## config.mk

```make
export PLATFORM = sky130hd
export DESIGN_NAME = pipelined_csel_adder_flat
export DESIGN_NICKNAME = d
export VERILOG_FILES = /design/src/rtl/csel_pkg.sv /design/src/rtl/pipelined_csel_adder_if.sv /design/src/rtl/csel_block.sv /design/src/rtl/pipelined_csel_adder.sv /design/src/flat_wrapper.sv
export SDC_FILE = /design/constraint.sdc
export NUM_CORES = 1
export LEC_CHECK = 0
export CORE_ASPECT_RATIO = 0.7
export CORE_UTILIZATION = 55
export CTS_CLUSTER_DIAMETER = 150
export DETAILED_ROUTE_END_ITERATION = 6
export HOLD_SLACK_MARGIN = 0.05
export PLACE_DENSITY = 0.91
export SYNTH_ARGS = -nofsm -noshare
export SYNTH_HDL_FRONTEND = slang
export SYNTH_SLANG_ARGS = --single-unit
```

## constraint.sdc

```tcl
create_clock -name clk -period 7.1 [get_ports clk]
set_input_delay 1.42 -clock clk [delete_from_list [all_inputs] [get_ports clk]]
set_output_delay 1.42 -clock clk [all_outputs]
set_load 0.005 [all_outputs]
```

## src/rtl/csel_pkg.sv

```systemverilog
// Shared sizing for the pipelined carry-select adder: default widths and the stage-count derivation.
package csel_pkg;

  localparam int DEF_WIDTH = 16;
  localparam int DEF_BLK   = 4;

  function automatic int nblk(input int width, input int blk);
    return width / blk;
  endfunction

endpackage

```

## src/rtl/pipelined_csel_adder_if.sv

```systemverilog
// Operand/result bus of the pipelined adder; slave is the adder side, master the producer/consumer side.
interface pipelined_csel_adder_if import csel_pkg::*; #(
  parameter int WIDTH = DEF_WIDTH
) ();

  logic             in_valid;
  logic             in_ready;
  logic [WIDTH-1:0] A;
  logic [WIDTH-1:0] B;
  logic             C_IN;
  logic             SUB;
  logic             out_valid;
  logic             out_ready;
  logic [WIDTH-1:0] SUM;
  logic             C_OUT;
  logic             OVF;

  modport slave (
    input  in_valid, A, B, C_IN, SUB, out_ready,
    output in_ready, out_valid, SUM, C_OUT, OVF
  );

  modport master (
    output in_valid, A, B, C_IN, SUB, out_ready,
    input  in_ready, out_valid, SUM, C_OUT, OVF
  );

endinterface

```

## src/rtl/csel_block.sv

```systemverilog
// Combinational BLK-bit carry-select slice: two ripple sums (carry-in 0 and 1) muxed by the real carry-in.
module csel_block import csel_pkg::*; #(
  parameter int BLK = DEF_BLK
) (
  input  logic [BLK-1:0] a,
  input  logic [BLK-1:0] b,
  input  logic           cin,
  output logic [BLK-1:0] s,
  output logic           cout,
  output logic           c_msb_in
);

  logic [BLK-1:0] s0, s1;
  logic           c0, c1, m0, m1;

  always_comb begin
    s0 = '0;
    s1 = '0;
    c0 = 1'b0;
    c1 = 1'b1;
    m0 = 1'b0;
    m1 = 1'b0;
    for (int i = 0; i < BLK; i++) begin
      // carry arriving at the slice MSB feeds the overflow detector of the last stage
      if (i == BLK - 1) begin
        m0 = c0;
        m1 = c1;
      end
      s0[i] = a[i] ^ b[i] ^ c0;
      c0    = (a[i] & b[i]) | (c0 & (a[i] ^ b[i]));
      s1[i] = a[i] ^ b[i] ^ c1;
      c1    = (a[i] & b[i]) | (c1 & (a[i] ^ b[i]));
    end
  end

  assign s        = cin ? s1 : s0;
  assign cout     = cin ? c1 : c0;
  assign c_msb_in = cin ? m1 : m0;

endmodule

```

## src/rtl/pipelined_csel_adder.sv

```systemverilog
// Pipelined carry-select adder/subtractor, one BLK-bit block per stage; latency WIDTH/BLK cycles.
// Single global advance: the whole pipe freezes while a result is waiting and out_ready is low.
module pipelined_csel_adder import csel_pkg::*; #(
  parameter int WIDTH = DEF_WIDTH,
  parameter int BLK   = DEF_BLK
) (
  input logic                   clk,
  input logic                   reset,
  pipelined_csel_adder_if.slave bus
);

  localparam int NBLK = nblk(WIDTH, BLK);

  logic adv;

  assign adv          = !stg[NBLK-1].v_q || bus.out_ready;
  assign bus.in_ready = adv;

  for (genvar k = 0; k < NBLK; k++) begin : stg
    logic [WIDTH-1:0] a_in, b_in, s_in, s_nxt;
    logic             c_in, v_in;
    logic [BLK-1:0]   blk_s;
    logic             blk_c, blk_m;
    logic [WIDTH-1:0] a_q, b_q, s_q;
    logic             c_q, m_q, v_q;

    if (k == 0) begin : g_src
      // subtraction is A + ~B + 1; the inversion and forced carry are applied once, up front
      assign a_in = bus.A;
      assign b_in = bus.SUB ? ~bus.B : bus.B;
      assign c_in = bus.SUB | bus.C_IN;
      assign s_in = '0;
      assign v_in = bus.in_valid;
    end else begin : g_skew
      assign a_in = stg[k-1].a_q;
      assign b_in = stg[k-1].b_q;
      assign c_in = stg[k-1].c_q;
      assign s_in = stg[k-1].s_q;
      assign v_in = stg[k-1].v_q;
    end

    csel_block #(.BLK(BLK)) u_blk (
      .a        (a_in[BLK-1:0]),
      .b        (b_in[BLK-1:0]),
      .cin      (c_in),
      .s        (blk_s),
      .cout     (blk_c),
      .c_msb_in (blk_m)
    );

    // unprocessed operand bits shift down so every stage consumes bits [BLK-1:0]
    assign s_nxt = s_in | (WIDTH'(blk_s) << (k * BLK));

    always_ff @(posedge clk) begin
      if (reset) begin
        a_q <= '0;
        b_q <= '0;
        s_q <= '0;
        c_q <= 1'b0;
        m_q <= 1'b0;
        v_q <= 1'b0;
      end else if (adv) begin
        a_q <= a_in >> BLK;
        b_q <= b_in >> BLK;
        s_q <= s_nxt;
        c_q <= blk_c;
        m_q <= blk_m;
        v_q <= v_in;
      end
    end

    if (k == NBLK - 1) begin : g_last
      logic unused_skew;
      assign unused_skew = ^{a_q, b_q};
    end else begin : g_mid
      logic unused_msb;
      assign unused_msb = m_q;
    end
  end

  assign bus.out_valid = stg[NBLK-1].v_q;
  assign bus.SUM       = stg[NBLK-1].s_q;
  assign bus.C_OUT     = stg[NBLK-1].c_q;
  assign bus.OVF       = stg[NBLK-1].m_q ^ stg[NBLK-1].c_q;

endmodule
```

## src/flat_wrapper.sv

```systemverilog
// flat-port wrapper written by rule: the top's interface ports become plain ports
module pipelined_csel_adder_flat import csel_pkg::*;
#(
  parameter int WIDTH = DEF_WIDTH,
  parameter int BLK   = DEF_BLK
)
  (clk, reset, bus_in_valid, bus_A, bus_B, bus_C_IN, bus_SUB, bus_out_ready, bus_in_ready, bus_out_valid, bus_SUM, bus_C_OUT, bus_OVF);
  pipelined_csel_adder_if #(.WIDTH(WIDTH)) bus_i ();
  input logic clk;
  input logic reset;
  input wire logic [$bits(bus_i.in_valid)-1:0] bus_in_valid;
  input wire logic [$bits(bus_i.A)-1:0] bus_A;
  input wire logic [$bits(bus_i.B)-1:0] bus_B;
  input wire logic [$bits(bus_i.C_IN)-1:0] bus_C_IN;
  input wire logic [$bits(bus_i.SUB)-1:0] bus_SUB;
  input wire logic [$bits(bus_i.out_ready)-1:0] bus_out_ready;
  output wire logic [$bits(bus_i.in_ready)-1:0] bus_in_ready;
  output wire logic [$bits(bus_i.out_valid)-1:0] bus_out_valid;
  output wire logic [$bits(bus_i.SUM)-1:0] bus_SUM;
  output wire logic [$bits(bus_i.C_OUT)-1:0] bus_C_OUT;
  output wire logic [$bits(bus_i.OVF)-1:0] bus_OVF;
  assign bus_i.in_valid = bus_in_valid;
  assign bus_i.A = bus_A;
  assign bus_i.B = bus_B;
  assign bus_i.C_IN = bus_C_IN;
  assign bus_i.SUB = bus_SUB;
  assign bus_i.out_ready = bus_out_ready;
  assign bus_in_ready = bus_i.in_ready;
  assign bus_out_valid = bus_i.out_valid;
  assign bus_SUM = bus_i.SUM;
  assign bus_C_OUT = bus_i.C_OUT;
  assign bus_OVF = bus_i.OVF;
  pipelined_csel_adder #(.WIDTH(WIDTH), .BLK(BLK)) u_core (.clk(clk), .reset(reset), .bus(bus_i));
endmodule
```

; ---- Word level (Yosys, flattened, before mapping)
; Index checks and enable logic that the tools add are counted.
[op_classes]
muxes = 10
bitwise = 118
reduce_logical = 2
[ops]
columns = op, n
row1 = $xor A1 B1 Y1, 41
row2 = $and A1 B1 Y1, 40
row3 = $or A1 B1 Y1, 29
row4 = $mux W16, 1
row5 = $mux W4, 4
row6 = $not A16 Y16, 1
row7 = $or A16 B12 Y16, 1
row8 = $or A16 B16 Y16, 1
row9 = $or A4 B8 Y8, 1
row10 = $mux W1, 5
row11 = $not A1 Y1, 4
row12 = $logic_not A1 Y1, 1
row13 = $logic_or A1 B1 Y1, 1
[word_totals]
in_bits = 38
ff_bits = 109
output_inout_bits = 20
word_cells = 149

; ---- Depth between registers and ports, before layout
; Gate-level depths: netlist of the first run.
[logic_depth]
depth_word = 11
depth_mapped = 14

; ---- By module
; Synthesis of the first run repeated with hierarchy kept, for this count alone.
[hier_totals]
cells_unflattened = 489
hier_area_um2 = 4100.2
[by_module_without_submodules]
columns = mod, seq_area_each_um2, area_each_um2, cells_per_inst, instances
row1 = pipelined_csel_adder, 1941.9, 3564.7, 429, 1
row2 = csel_block, 0.0, 133.9, 15, 4

; ---- Worst setup path after synthesis of the first run
; No wires, ideal clock.
[synth_timing]
path_type = input-to-reg
startpoint = input port bus_SUB
endpoint = register u_core.stg[0].s_q[3]
required_time_ps = 7030
arrival_time_ps = 3628
path_stages = 12
n_path_buf = 2
setup_ps = 70
slack_ps = 3401
path_cell_list = buf_4 > buf_4 > xor2_1 > ha_1 > o31a_1 > fa_1 > inv_1 > fa_1 > inv_1 > fa_1 > nand2_1 > a21oi_1
[synth_between]
elab_chain_len = 9
[synth_rtl]
columns = element, line_no
row1 = start: declaration, flat_wrapper.sv:15  ; input wire logic [$bits(bus_i.SUB)-1:0] bus_SUB;
row2 = $mux W16, pipelined_csel_adder.sv:30  ; assign b_in = bus.SUB ? ~bus.B : bus.B;
row3 = $and A1 B1 Y1 or $xor A1 B1 Y1 (tied branches), "csel_block.sv:30, csel_block.sv:32"
row4 = $or A1 B1 Y1, csel_block.sv:32  ; c1 = (a[i] & b[i]) | (c1 & (a[i] ^ b[i]));
row5 = $and A1 B1 Y1, csel_block.sv:32
row6 = $or A1 B1 Y1, csel_block.sv:32
row7 = $and A1 B1 Y1, csel_block.sv:32
row8 = $or A1 B1 Y1, csel_block.sv:32
row9 = $xor A1 B1 Y1, csel_block.sv:31  ; s1[i] = a[i] ^ b[i] ^ c1;
row10 = $mux W4 (*), csel_block.sv:36  ; assign s = cin ? s1 : s0;
row11 = via u_core.stg[0].blk_s[3], pipelined_csel_adder.sv:22  ; logic [BLK-1:0] blk_s;
row12 = end signal: assignment, pipelined_csel_adder.sv:65  ; s_q <= s_nxt;
row13 = end: declaration, pipelined_csel_adder.sv:24  ; logic [WIDTH-1:0] a_q, b_q, s_q;
; Mark *: on every way through the listed nets, which the timed path passes. The rest lies on a longest branch.
; A chain may end at the register's enable or synchronous reset.

; ---- Worst setup path after layout of the first run
; Ends and elaborated chain as after synthesis.

==> summary.txt, run 1 <==
Die
  – Std-Cell Rows: 25
  – Chip height: 74.0 um
  – Initial Util: 0.587
  – Die X-Extent: 105 um
  – # IOs: 58
  – Die area: 7760 um2
  – Core Region: 6940 um2

Power
  – Net load switching power: 0.252 mW
  – Share of power burned in registers: 0.530
  – Sw Share: 0.222
  – Static Leakage: 1.85 nW
  – Pwr/cell area: 236 nW/um2
  – Power Internal: 0.884 mW
  – Combinational Power Share: 0.109
  – Overall power: 1.14 mW
  – Clock power frac: 0.361
  – Peak supply drop: about 0.00011 V

CTS
  – Clock tree buffer depth: 2
  – CTS H-tree depth: 3
  – CTS Hold Bufs: 0
  – Total CTS buffers: 9
  – Worst skew pair latency: 0.36 ns
  – CTS tree: yes
  – Clock root cell: clkbuf_8
  – Num Clock Sinks: 97
  – Buffer count from post-CTS setup fixing: 0
  – Worst-path clk slew: 0.08 ns
  – CTS resizes: 0

Layout
  – Final net count: 566
  – Number of fill cells: 555
  – Antenna fix cells: 0
  – Fin cells: 605
  – Layout Utilization: 0.694
  – Layout area overhead: 18.3%
  – Post-route cell area: 4820 um2
  – Layout cells sized above 1: 0.0724

Yosys
  – Register area share after synthesis: 0.477
  – Cell variety after synth: 22
  – FF+latch count, synth: 97
  – Post-Syn Instances: around 470
  – Synthesized area: around 4100 um2
  – Avg Synthesized Cell Area: 8.63 um2
  – YS warnings: 0
  – Net Count, Synth: 530

Placed design
  – Placed Cells: 591
  – Placed Area: 4590 um2
  – IO Port Bufs: between 50 and 60
  – Pre-CTS setup slack: 2.24 ns
  – GP Congestion: 0.742
  – Post-detail-place hpwl: 5.06 mm

STA
  – Slew @ Worst Pin: roughly 1.2 ns
  – Final Hold Vio Count: 0
  – Setup WS post-layout: approximately 2.6 ns
  – Final Max Tran Viols: 0
  – Highest clock rate: ~220 MHz
  – Fin Hold WS: 0.453 ns
  – Final period util: 0.633
  – Slew HR: 0.222
  – Tmin final: ~4.5 ns
  – Setup_tns: 0 ns
  – RSZ-0062 raised after global routing: false
  – Setup Skew: approximately 0.0071 ns
  – Setup Viol. Count Final: 0

Global route
  – Total GRT Usage: 0.212
  – Vias in the first global route: 2821
  – Largest net degree at the start of global routing: 115
  – Grt ovf: 0
  – First-pass GRT wire length: between 10 and 15 mm
  – Initial antenna violation count: 0

Setup path
  – Startpoint Class: primary input
  – Crit path arrival time: 4.77 ns
  – Setup CP Type: in2reg
  – Worst Path Max Fanout: 20
  – WP data required: 7.38 ns
  – Setup crit end kind: flip-flop
  – Worst-case reg-to-reg path depth: 10

Detailed routing
  – Drt wl/cell: 12.8 um
  – Initial DRC count: 183
  – Vias per inst: just over 5
  – TritonRoute pass-1 iters: 4
  – DRT Wirelength: 7.77 mm
  – DRC viols: 0
  – Detail Route Antenna Nets: 0
  – DR vias: 3071

Outcome
  – Status: finished, final reports clean

Worst hold path
  – Hold depth: 2
  – Worst hold path class: reg2reg

Job
  – Max-cap violations: 0
power groups by stage:
stage | registers [mW] | clock network, mW | logic, mW
floorplan | 0.608 | 0 | 0.0800
global route | 0.606 | 0.440 | 0.139
CTS | 0.602 | 0.417 | 0.126
finish | 0.602 | 0.411 | 0.124
global placement | 0.612 | 0 | 0.118
detailed placement | 0.614 | 0 | 0.124
cells by family after synthesis:
group           after synthesis  synth area share
compound gates              101             0.162
mux                           1           0.00246
xor+xnor                     20            0.0430
buf+inv                      57            0.0672
flops                        97             0.477
simple gates                176             0.165
fa+ha+maj                    20            0.0835
sequential cells by signal, indices dropped and copies added, names as in the netlist:
name,count
u_core.bus.C_OUT,1
u_core.stg.m_q,1
u_core.stg.s_q,24
u_core.stg.b_q,24
u_core.stg.v_q,3
u_core.bus.out_valid,1
u_core.bus.SUM,16
u_core.stg.a_q,24
u_core.stg.c_q,3
final cells by class:
type	instances	area, um2	share of cell area
multi-input cells	318	1860	0.386
repair buffers	59	583	0.121
well taps	94	118	0.0244
inverters	23	87.6	0.0182
clock inverters	3	90.1	0.0187
flip-flops and latches	97	1940	0.403
clock buffers	11	141	0.0293
critical path, cell delays in order:
cell and delay [ns]:
clkdlybuf4s50_1 1.24, xor2_1 0.20, ha_1 0.25, o31a_1 0.31, fa_1 0.36, inv_1 0.07, fa_1 0.15, inv_1 0.05
fa_1 0.48, nand2_1 0.05, a21oi_1 0.18
cells in the mapped netlist:
master    count  area share
nand3_1       1      0.0012
inv_1        22       0.020
mux2i_1       1      0.0025
inv_2         1     0.00092
a211oi_2     19       0.058
buf_2         9       0.011
nand2_1     147        0.14
buf_6         3      0.0083
dfxtp_1      97        0.48
ha_1          8       0.025
or3_1         1      0.0015
xor2_1        6       0.013
o31a_1        1      0.0021
a211oi_1      3      0.0055
nor2b_4       1      0.0034
xnor2_1      14       0.030
nor2_1       26       0.024
a21oi_1      76       0.093
buf_4         7       0.013
fa_1         12       0.059
o21ai_0       2      0.0025
clkbuf_1     15       0.014
final timing paths:
| kind | from | endpoint | slack [ns] |
|---|---|---|---|
| min | u_core.bus.SUM[1] | u_core.bus.SUM[1] | 0.45 |
| min reg2reg | u_core.bus.SUM[1] | u_core.bus.SUM[1] | 0.45 |
| max | bus_SUB | u_core.stg[0].s_q[3] | 2.61 |
| max reg2reg | u_core.stg[2].b_q[0] | u_core.bus.SUM[15] | 4.88 |
routing by layer:
metal | vias up | track usage | part of all wire
met2 | 71 | 0.347 | 0.47
met3 | 11 | 0.0622 | 0.047
met4 | 0 | 0.0736 | 0.010
met1 | 1417 | 0.275 | 0.47
met5 | - | 0 | 0
li1 | 1572 | - | -
layout by cell type (no fill, tap or decap), drive strengths merged:
cell type,instances
nor2b,1
dfxtp,97
inv,22
mux2i,1
clkdlybuf4s50,56
nand2,147
nor2,26
ha,8
a211oi,22
xor2,6
bufinv,3
o21ai,2
o31a,1
or3,1
nand3,1
xnor2,14
clkbuf,11
fa,12
buf,3
a21oi,76
clkinv,1
Power figures use the tool's default switching activity.
==> run 2: changes to the inputs <==
Settings changed: CORE_UTILIZATION 55 to 49, PLACE_DENSITY 0.91 to 0.87.
Clock period 7.1 ns to 4.1 ns, I/O delays scaled along.
==> run 2 against run 1 <==
  * The flow now finishes with violations (design-rule violations)
  * Count of clock-buffer cells in the layout did not move
  * Global-route usage fell by 1.1 points
  * Combinational power rose by 80%
  * Sequential power rose by 73%
  * Core utilization fell by 7.8 points
  * Wire length rose by 5.9%
  * Clock skew rose by 0.0021 ns
  * First-iteration DRC count rose by 50%
  * Worst setup slack got worse by 1.6 ns
  * Critical path depth rose by 2
  * Largest power group unchanged
==> summary.txt, run 2 (synthesis gave the netlist of run 1 again) <==
Layout
  – Commonest non-fill, non-tap cells in the layout: 147 x nand2_1, 97 x dfxtp_1, 76 x a21oi_1
  – Layout cells sized above 1: 0.0778 (+0.00541)
  – Final net count: 567 (+0.18%)
  – Layout area overhead: 20.5%
  – Largest regs: u_core.stg.a_q x24, u_core.stg.b_q x24, u_core.stg.s_q x24
  – Commonest non-fill, non-tap cell in the layout: nand2_1
  – Antenna fix cells: 0 (unchanged)
  – Number of fill cells: 664 (+20%)

Die
  – Core Region: 7970 um2 (+15%)
  – # IOs: 58 (unchanged)
  – Std-Cell Rows: 27 (+8.0%)
  – Die area: 8690 um2 (+12%)
  – Chip height: 78.3 um (+5.8%)
  – Initial Util: 0.511 (-0.0757)
  – Die X-Extent: 111 um (+5.8%)

STA
  – Final Max Tran Viols: 0 (unchanged)
  – Slew @ Worst Pin: 1.12 ns (-0.0445 ns)
  – Slew HR: 0.254 (+0.0321)
  – Setup Viol. Count Final: 0 (unchanged)
  – RSZ-0062 raised after global routing: false
  – Final period util: 0.758
  – Final Hold Vio Count: 0 (unchanged)
  – Highest clock rate: ~320 MHz
  – Setup_tns: 0 ns (unchanged)
  – Setup Skew: 0.00926 ns (+0.00214 ns)
  – Tmin final: between 3 and 4 ns
  – Setup WS post-layout: 0.993 ns (-1.62 ns)

CTS
  – Buffer count from post-CTS setup fixing: 0 (unchanged)
  – CTS tree: yes
  – Clock root cell: clkbuf_16
  – Total CTS buffers: 9 (unchanged)
  – CTS H-tree depth: 3 (unchanged)
  – Num Clock Sinks: 97 (unchanged)
  – Clock tree buffer depth: 2 (unchanged)
  – Worst skew pair latency: 0.34 ns (-0.02 ns)
  – CTS Hold Bufs: 0 (unchanged)
  – Worst-path clk slew: 0.07 ns (about the same)
  – CTS resizes: 0 (unchanged)

Placed design
  – Post-detail-place hpwl: 5.25 mm (+3.9%)
  – IO Port Bufs: 57 (unchanged)
  – Pre-CTS setup slack: 0.655 ns (-1.58 ns)
  – GP Congestion: 0.764 (+2.9%)

Setup path
  – Crit path arrival time: 3.29 ns (-1.48 ns)
  – Setup CP Type: in2reg
  – Crit-path cells: clkdlybuf4s50_1 > xor2_1 > inv_1 > ha_1 > o21ai_0 > o31a_1 > fa_1 > inv_1 > fa_1 > inv_1 > fa_1 > nand2_1 > a21oi_1
  – Worst Path Max Fanout: 2 (-90%)
  – Reg2reg setup slack: 1.81 ns (-3.07 ns)
  – Setup crit end kind: flip-flop
  – WP data required: 4.28 ns (-3.10 ns)
  – FF-to-FF Start: u_core.stg[2].a_q[0]
  – Startpoint Class: primary input
  – Worst-case reg-to-reg path depth: 10 (unchanged)
  – Crit path largest cell delay: 0.49 ns (-0.75 ns)
  – Worst path slowest cell: clkdlybuf4s50_1
  – Worst R2R End: u_core.bus.SUM[15]

Detailed routing
  – Routed wl met2: 4.09 mm (+12%)
  – Uppermost layer routed: met4
  – TritonRoute pass-1 iters: 7 (+3)
  – Detail Route Antenna Nets: 0 (unchanged)
  – DR WL met3: 356 um (-3.0%)
  – DRT Wirelength: 8.23 mm (+5.9%)
  – Vias per inst: 5.11 (+0.62%)
  – Initial DRC count: 275 (+50%)
  – DR vias: 3141 (+2.3%)
  – DRC viols: 4 (+4)
  – Met1 WL: 3.67 mm (+0.19%)
  – Drt wl/cell: 13.4 um (+4.2%)

Power
  – Peak supply drop: 0.000208 V (+84%)
  – Combinational Power Share: 0.106 (-0.003)
  – Static Leakage: 1.88 nW (+1.9%)
  – Clock power frac: 0.399 (+0.038)
  – Share of power burned in registers: 0.495 (-0.035)
  – Pwr/cell area: 429 nW/um2 (+82%)
  – Power Internal: 1.61 mW (+82%)
  – Net load switching power: 0.493 mW (+95%)
  – Sw Share: 0.234 (+0.0122)

Worst hold path
  – Worst hold path class: reg2reg
  – Hold depth: 2 (unchanged)
  – Hold_sp: u_core.stg[2].b_q[2]
  – WHS Endpoint: u_core.stg[2].b_q[2]

Global route
  – Largest net degree at the start of global routing: 115 (unchanged)
  – Total GRT Usage: 0.201 (-0.0113)
  – Initial antenna violation count: 0 (unchanged)
  – First-pass GRT wire length: 13.6 mm (+5.7%)
  – Grt ovf: 0 (unchanged)
  – Vias in the first global route: 2981 (+5.7%)

Outcome
  – Status: finished with violations
  – Failing checks: design-rule violations

Job
  – Max-cap violations: 0 (unchanged)
run 2: cell types whose count changed in the layout (fill, tap and decap cells not counted):
cell,before,now
buf_4,3,4
bufinv_16,3,1
clkbuf_16,0,9
clkbuf_8,10,1
clkinv_4,0,2
clkinvlp_4,0,1
inv_6,0,1
run 2: critical path, delay by kind of cell:
kind                       cells  cell delay [ns]
buffers and inverters          4             0.69
adders and majority gates      4             1.14
xor gates and xnor gates       1             0.20
AOI/OAI and AO/OA              3             0.37
and+or+nand+nor                1             0.07
run 2: layer usage:
layer	vias up	track usage
met5	-	0
met3	10	0.0517
met2	74	0.349
met1	1478	0.242
met4	0	0.0753
li1	1579	-
run 2: worst max path at each step:
stage / start / endpoint / slack [ns] / cells after the start
after floorplan: bus_SUB / u_core.stg[0].s_q[3] / 1.00 / 12
after global placement: bus_SUB / u_core.stg[0].s_q[3] / 0.81 / 11
after detailed placement: bus_SUB / u_core.stg[0].s_q[3] / 0.65 / 13
after CTS: bus_SUB / u_core.stg[0].s_q[3] / 1.01 / 13
after global routing: bus_SUB / u_core.stg[0].s_q[3] / 0.87 / 13
final: bus_SUB / u_core.stg[0].s_q[3] / 0.99 / 13
run 2: stage by stage:
step | std cells | hold slack, ns | util | total power, mW | instance area, um2
6_report | 615 | 0.453 | 0.616 | 2.11 | 4910
5_1_grt | 615 | 0.466 | 0.616 | 2.19 | 4910
4_1_cts | 615 | 0.454 | 0.616 | 2.12 | 4910
3_5_place_dp | 599 | 0.444 | 0.578 | 1.28 | 4610
3_3_place_gp | 599 | 0.439 | 0.578 | 1.27 | 4610
2_1_floorplan | 472 | 0.432 | - | 1.19 | 4080
run 2: power groups by stage:
stage / clock network [mW] / logic, mW / registers, mW
after global placement: 0 / 0.207 / 1.06
after detailed placement: 0 / 0.219 / 1.06
after global routing: 0.895 / 0.247 / 1.05
after CTS: 0.856 / 0.223 / 1.04
after floorplan: 0 / 0.139 / 1.05
final: 0.841 / 0.223 / 1.04
run 2: cell type report:
type / count / area, um2 / share of cell area
Clock buffer: 11 / 243 / 0.0494
Clock inverter: 5 / 63.8 / 0.0130
Inverter: 23 / 87.6 / 0.0178
Multi-Input combinational cell: 318 / 1860 / 0.379
Sequential cell: 97 / 1940 / 0.395
Tap cell: 101 / 126 / 0.0257
Timing Repair Buffer: 60 / 591 / 0.120
==> run 3: changes to the inputs <==
Clock period 4.1 ns to 2.5 ns, I/O delays scaled along.
==> run 3 against run 2 <==
  * Global-route usage down 0.61 points
  * Die area unchanged
  * The flow still finishes with violations (design-rule violations)
  * Worst hold slack worse by 0.0013 ns
  * Non-clock buffer count up 4
  * First-iteration DRC count down 4.4%
==> summary.txt, run 3 (synthesis gave the netlist of run 1 again) <==
Worst hold path
  – Worst hold path class: reg2reg
  – WHS Endpoint: u_core.bus.SUM[3]
  – Hold_sp: u_core.bus.SUM[3]
  – Hold depth: 2 (unchanged)

Power
  – Pwr/cell area: 672 nW/um2 (+57%)
  – Static Leakage: 1.90 nW (+0.68%)
  – Peak supply drop: 0.000389 V (+87%)
  – Overall power: 3.31 mW (+57%)

Job
  – Max-cap violations: 0 (unchanged)

Layout
  – Number of fill cells: 669 (+0.75%)
  – Antenna fix cells: 0 (unchanged)
  – Multi-input logic area: 1870 um2 (+0.81%)
  – Commonest non-fill, non-tap cell in the layout: nand2_1
  – Post-route cell area: 4930 um2 (+0.33%)
  – Layout Utilization: 0.618 (+0.00204)
  – Largest regs: u_core.stg.a_q x24, u_core.stg.b_q x24, u_core.stg.s_q x24
  – Final net count: 571 (+0.71%)
  – Layout area overhead: 20.9%
  – Commonest non-fill, non-tap cells in the layout: 147 x nand2_1, 97 x dfxtp_1, 76 x a21oi_1
  – Layout cells sized above 1: 0.102 (+0.0245)
  – Register Area: 1940 um2 (unchanged)

STA
  – Setup_tns: 0 ns (unchanged)
  – Final period util: 0.968
  – Fin Hold WS: 0.451 ns (-0.00133 ns)
  – Slew @ Worst Pin: 0.752 ns (-0.367 ns)
  – RSZ-0062 raised after global routing: false
  – Tmin final: 2.42 ns
  – Final Hold Vio Count: 0 (unchanged)
  – Setup Viol. Count Final: 0 (unchanged)
  – Setup Skew: 0.00991 ns (+0.000649 ns)
  – Highest clock rate: between 400 and 500 MHz
  – Final Max Tran Viols: 0 (unchanged)
  – Slew HR: 0.499 (+0.245)

Outcome
  – Status: finished with violations
  – Failing checks: design-rule violations

Die
  – Std-Cell Rows: 27 (unchanged)
  – Initial Util: 0.511 (unchanged)
  – # IOs: 58 (unchanged)
  – Die area: 8690 um2 (unchanged)
  – Core Region: 7970 um2 (unchanged)
  – Die X-Extent: 111 um (unchanged)
  – Chip height: 78.3 um (unchanged)

CTS
  – Num Clock Sinks: 97 (unchanged)
  – Worst-path clk slew: 0.06 ns (about the same)
  – CTS H-tree depth: 3 (unchanged)
  – Worst skew pair latency: 0.34 ns (about the same)
  – Clock tree buffer depth: 2 (unchanged)
  – CTS Hold Bufs: 0 (unchanged)
  – Buffer count from post-CTS setup fixing: 0 (unchanged)
  – Clock root cell: clkbuf_16
  – CTS tree: yes
  – Total CTS buffers: 9 (unchanged)

Detailed routing
  – DRC viols: 5 (+1)
  – Detail Route Antenna Nets: 0 (unchanged)
  – Vias per inst: 5.06 (-0.84%)
  – TritonRoute pass-1 iters: 6 (-1)
  – Drt wl/cell: 12.7 um (-4.8%)
  – DRT Wirelength: 7.88 mm (-4.2%)
  – Initial DRC count: 263 (-4.4%)
  – DR vias: 3135 (-0.19%)

Setup path
  – Worst path slowest cell: fa_1
  – WP data required: 2.77 ns (-1.51 ns)
  – Worst-case reg-to-reg path depth: 8 (-2)
  – Setup crit end kind: flip-flop
  – CP top delay family: adder cells
  – Reg2reg setup slack: 0.28 ns (-1.53 ns)
  – Crit path arrival time: 2.69 ns (-0.60 ns)
  – Setup CP Type: in2reg
  – Worst R2R End: u_core.stg[1].s_q[7]
  – Crit path largest cell delay: 0.53 ns (+0.04 ns)
  – Crit-path cells: clkdlybuf4s15_2 > xor2_2 > ha_2 > o31a_1 > fa_2 > inv_2 > fa_2 > inv_2 > fa_1 > nand2_1 > a21oi_1
  – FF-to-FF Start: u_core.stg[0].b_q[0]
  – Worst Path Max Fanout: 2 (unchanged)
  – Startpoint Class: primary input
  – Worst Path Buf+Inv: 3 (-1)

Global route
  – Initial antenna violation count: 0 (unchanged)
  – Grt ovf: 0 (unchanged)
  – Largest net degree at the start of global routing: 115 (unchanged)
  – Vias in the first global route: 2913 (-2.3%)
  – Total GRT Usage: 0.195 (-0.00610)
  – First-pass GRT wire length: 13.3 mm (-1.9%)

Placed design
  – Placed Area: 4650 um2 (+0.98%)
  – IO Port Bufs: 57 (unchanged)
  – GP Congestion: 0.752 (-1.5%)
  – Post-detail-place hpwl: 5.25 mm (about the same)
## run 3: cell types whose count changed in the layout (fill, tap and decap cells not counted), sizes merged
cell,change
buf,+5
bufinv,-1
clkbuf,-2
clkdlybuf4s15,+1
clkdlybuf4s50,-3
clkinv,+3
dlygate4sd2,+1
## run 3: final cells by class
class                   count  area share
inverters                  23      0.0178
clock inverters             7     0.00914
clock buffers               9      0.0457
flip-flops and latches     97       0.394
well taps                 101      0.0256
multi-input cells         318       0.380
repair buffers             64       0.127
## run 3: layer usage
metal,GRT usage,routed length (um)
met1,0.260,3730
met4,0.0603,43
met2,0.309,3690
met5,0,0
met3,0.0548,423
## run 3: stage by stage
step / instances / worst slack, ns
global route: 619 / 0.0178
CTS: 619 / 0.00357
finish: 619 / 0.0793
floorplan: 472 / -0.125
global placement: 603 / -0.427
detailed placement: 603 / -0.545
## run 3: where the power goes
group / switching [mW] / internal (mW)
combinational: 0.179 / 0.191
sequential: 0.0595 / 1.65
clock: 0.561 / 0.671
total: 0.800 / 2.51
## run 3: how the worst max path moves through the flow
stage                     startpoint              endpoint  slack [ns]  cells after the start
after CTS                   bus_B[0]  u_core.stg[0].s_q[3]       0.004                     11
final                       bus_B[0]  u_core.stg[0].s_q[3]        0.08                     11
after global routing        bus_B[0]  u_core.stg[0].s_q[3]        0.02                     11
after global placement       bus_SUB  u_core.stg[0].s_q[3]       -0.43                     13
after detailed placement     bus_SUB  u_core.stg[0].s_q[3]       -0.55                     13
after floorplan              bus_SUB  u_core.stg[0].s_q[3]       -0.12                     14
## run 3: worst min-delay path, delay by kind of cell, from the launching register on
family / cells / cell delay, ns
flip-flops: 1 / 0.31
AND/OR/NAND/NOR: 1 / 0.05
AO/OA/AOI/OAI: 1 / 0.05
## run 3: repair_timing
action,4_1_cts,5_1_grt
endpoints found under the setup margin,1,1
pin swaps,7,3
resized for setup,12,0
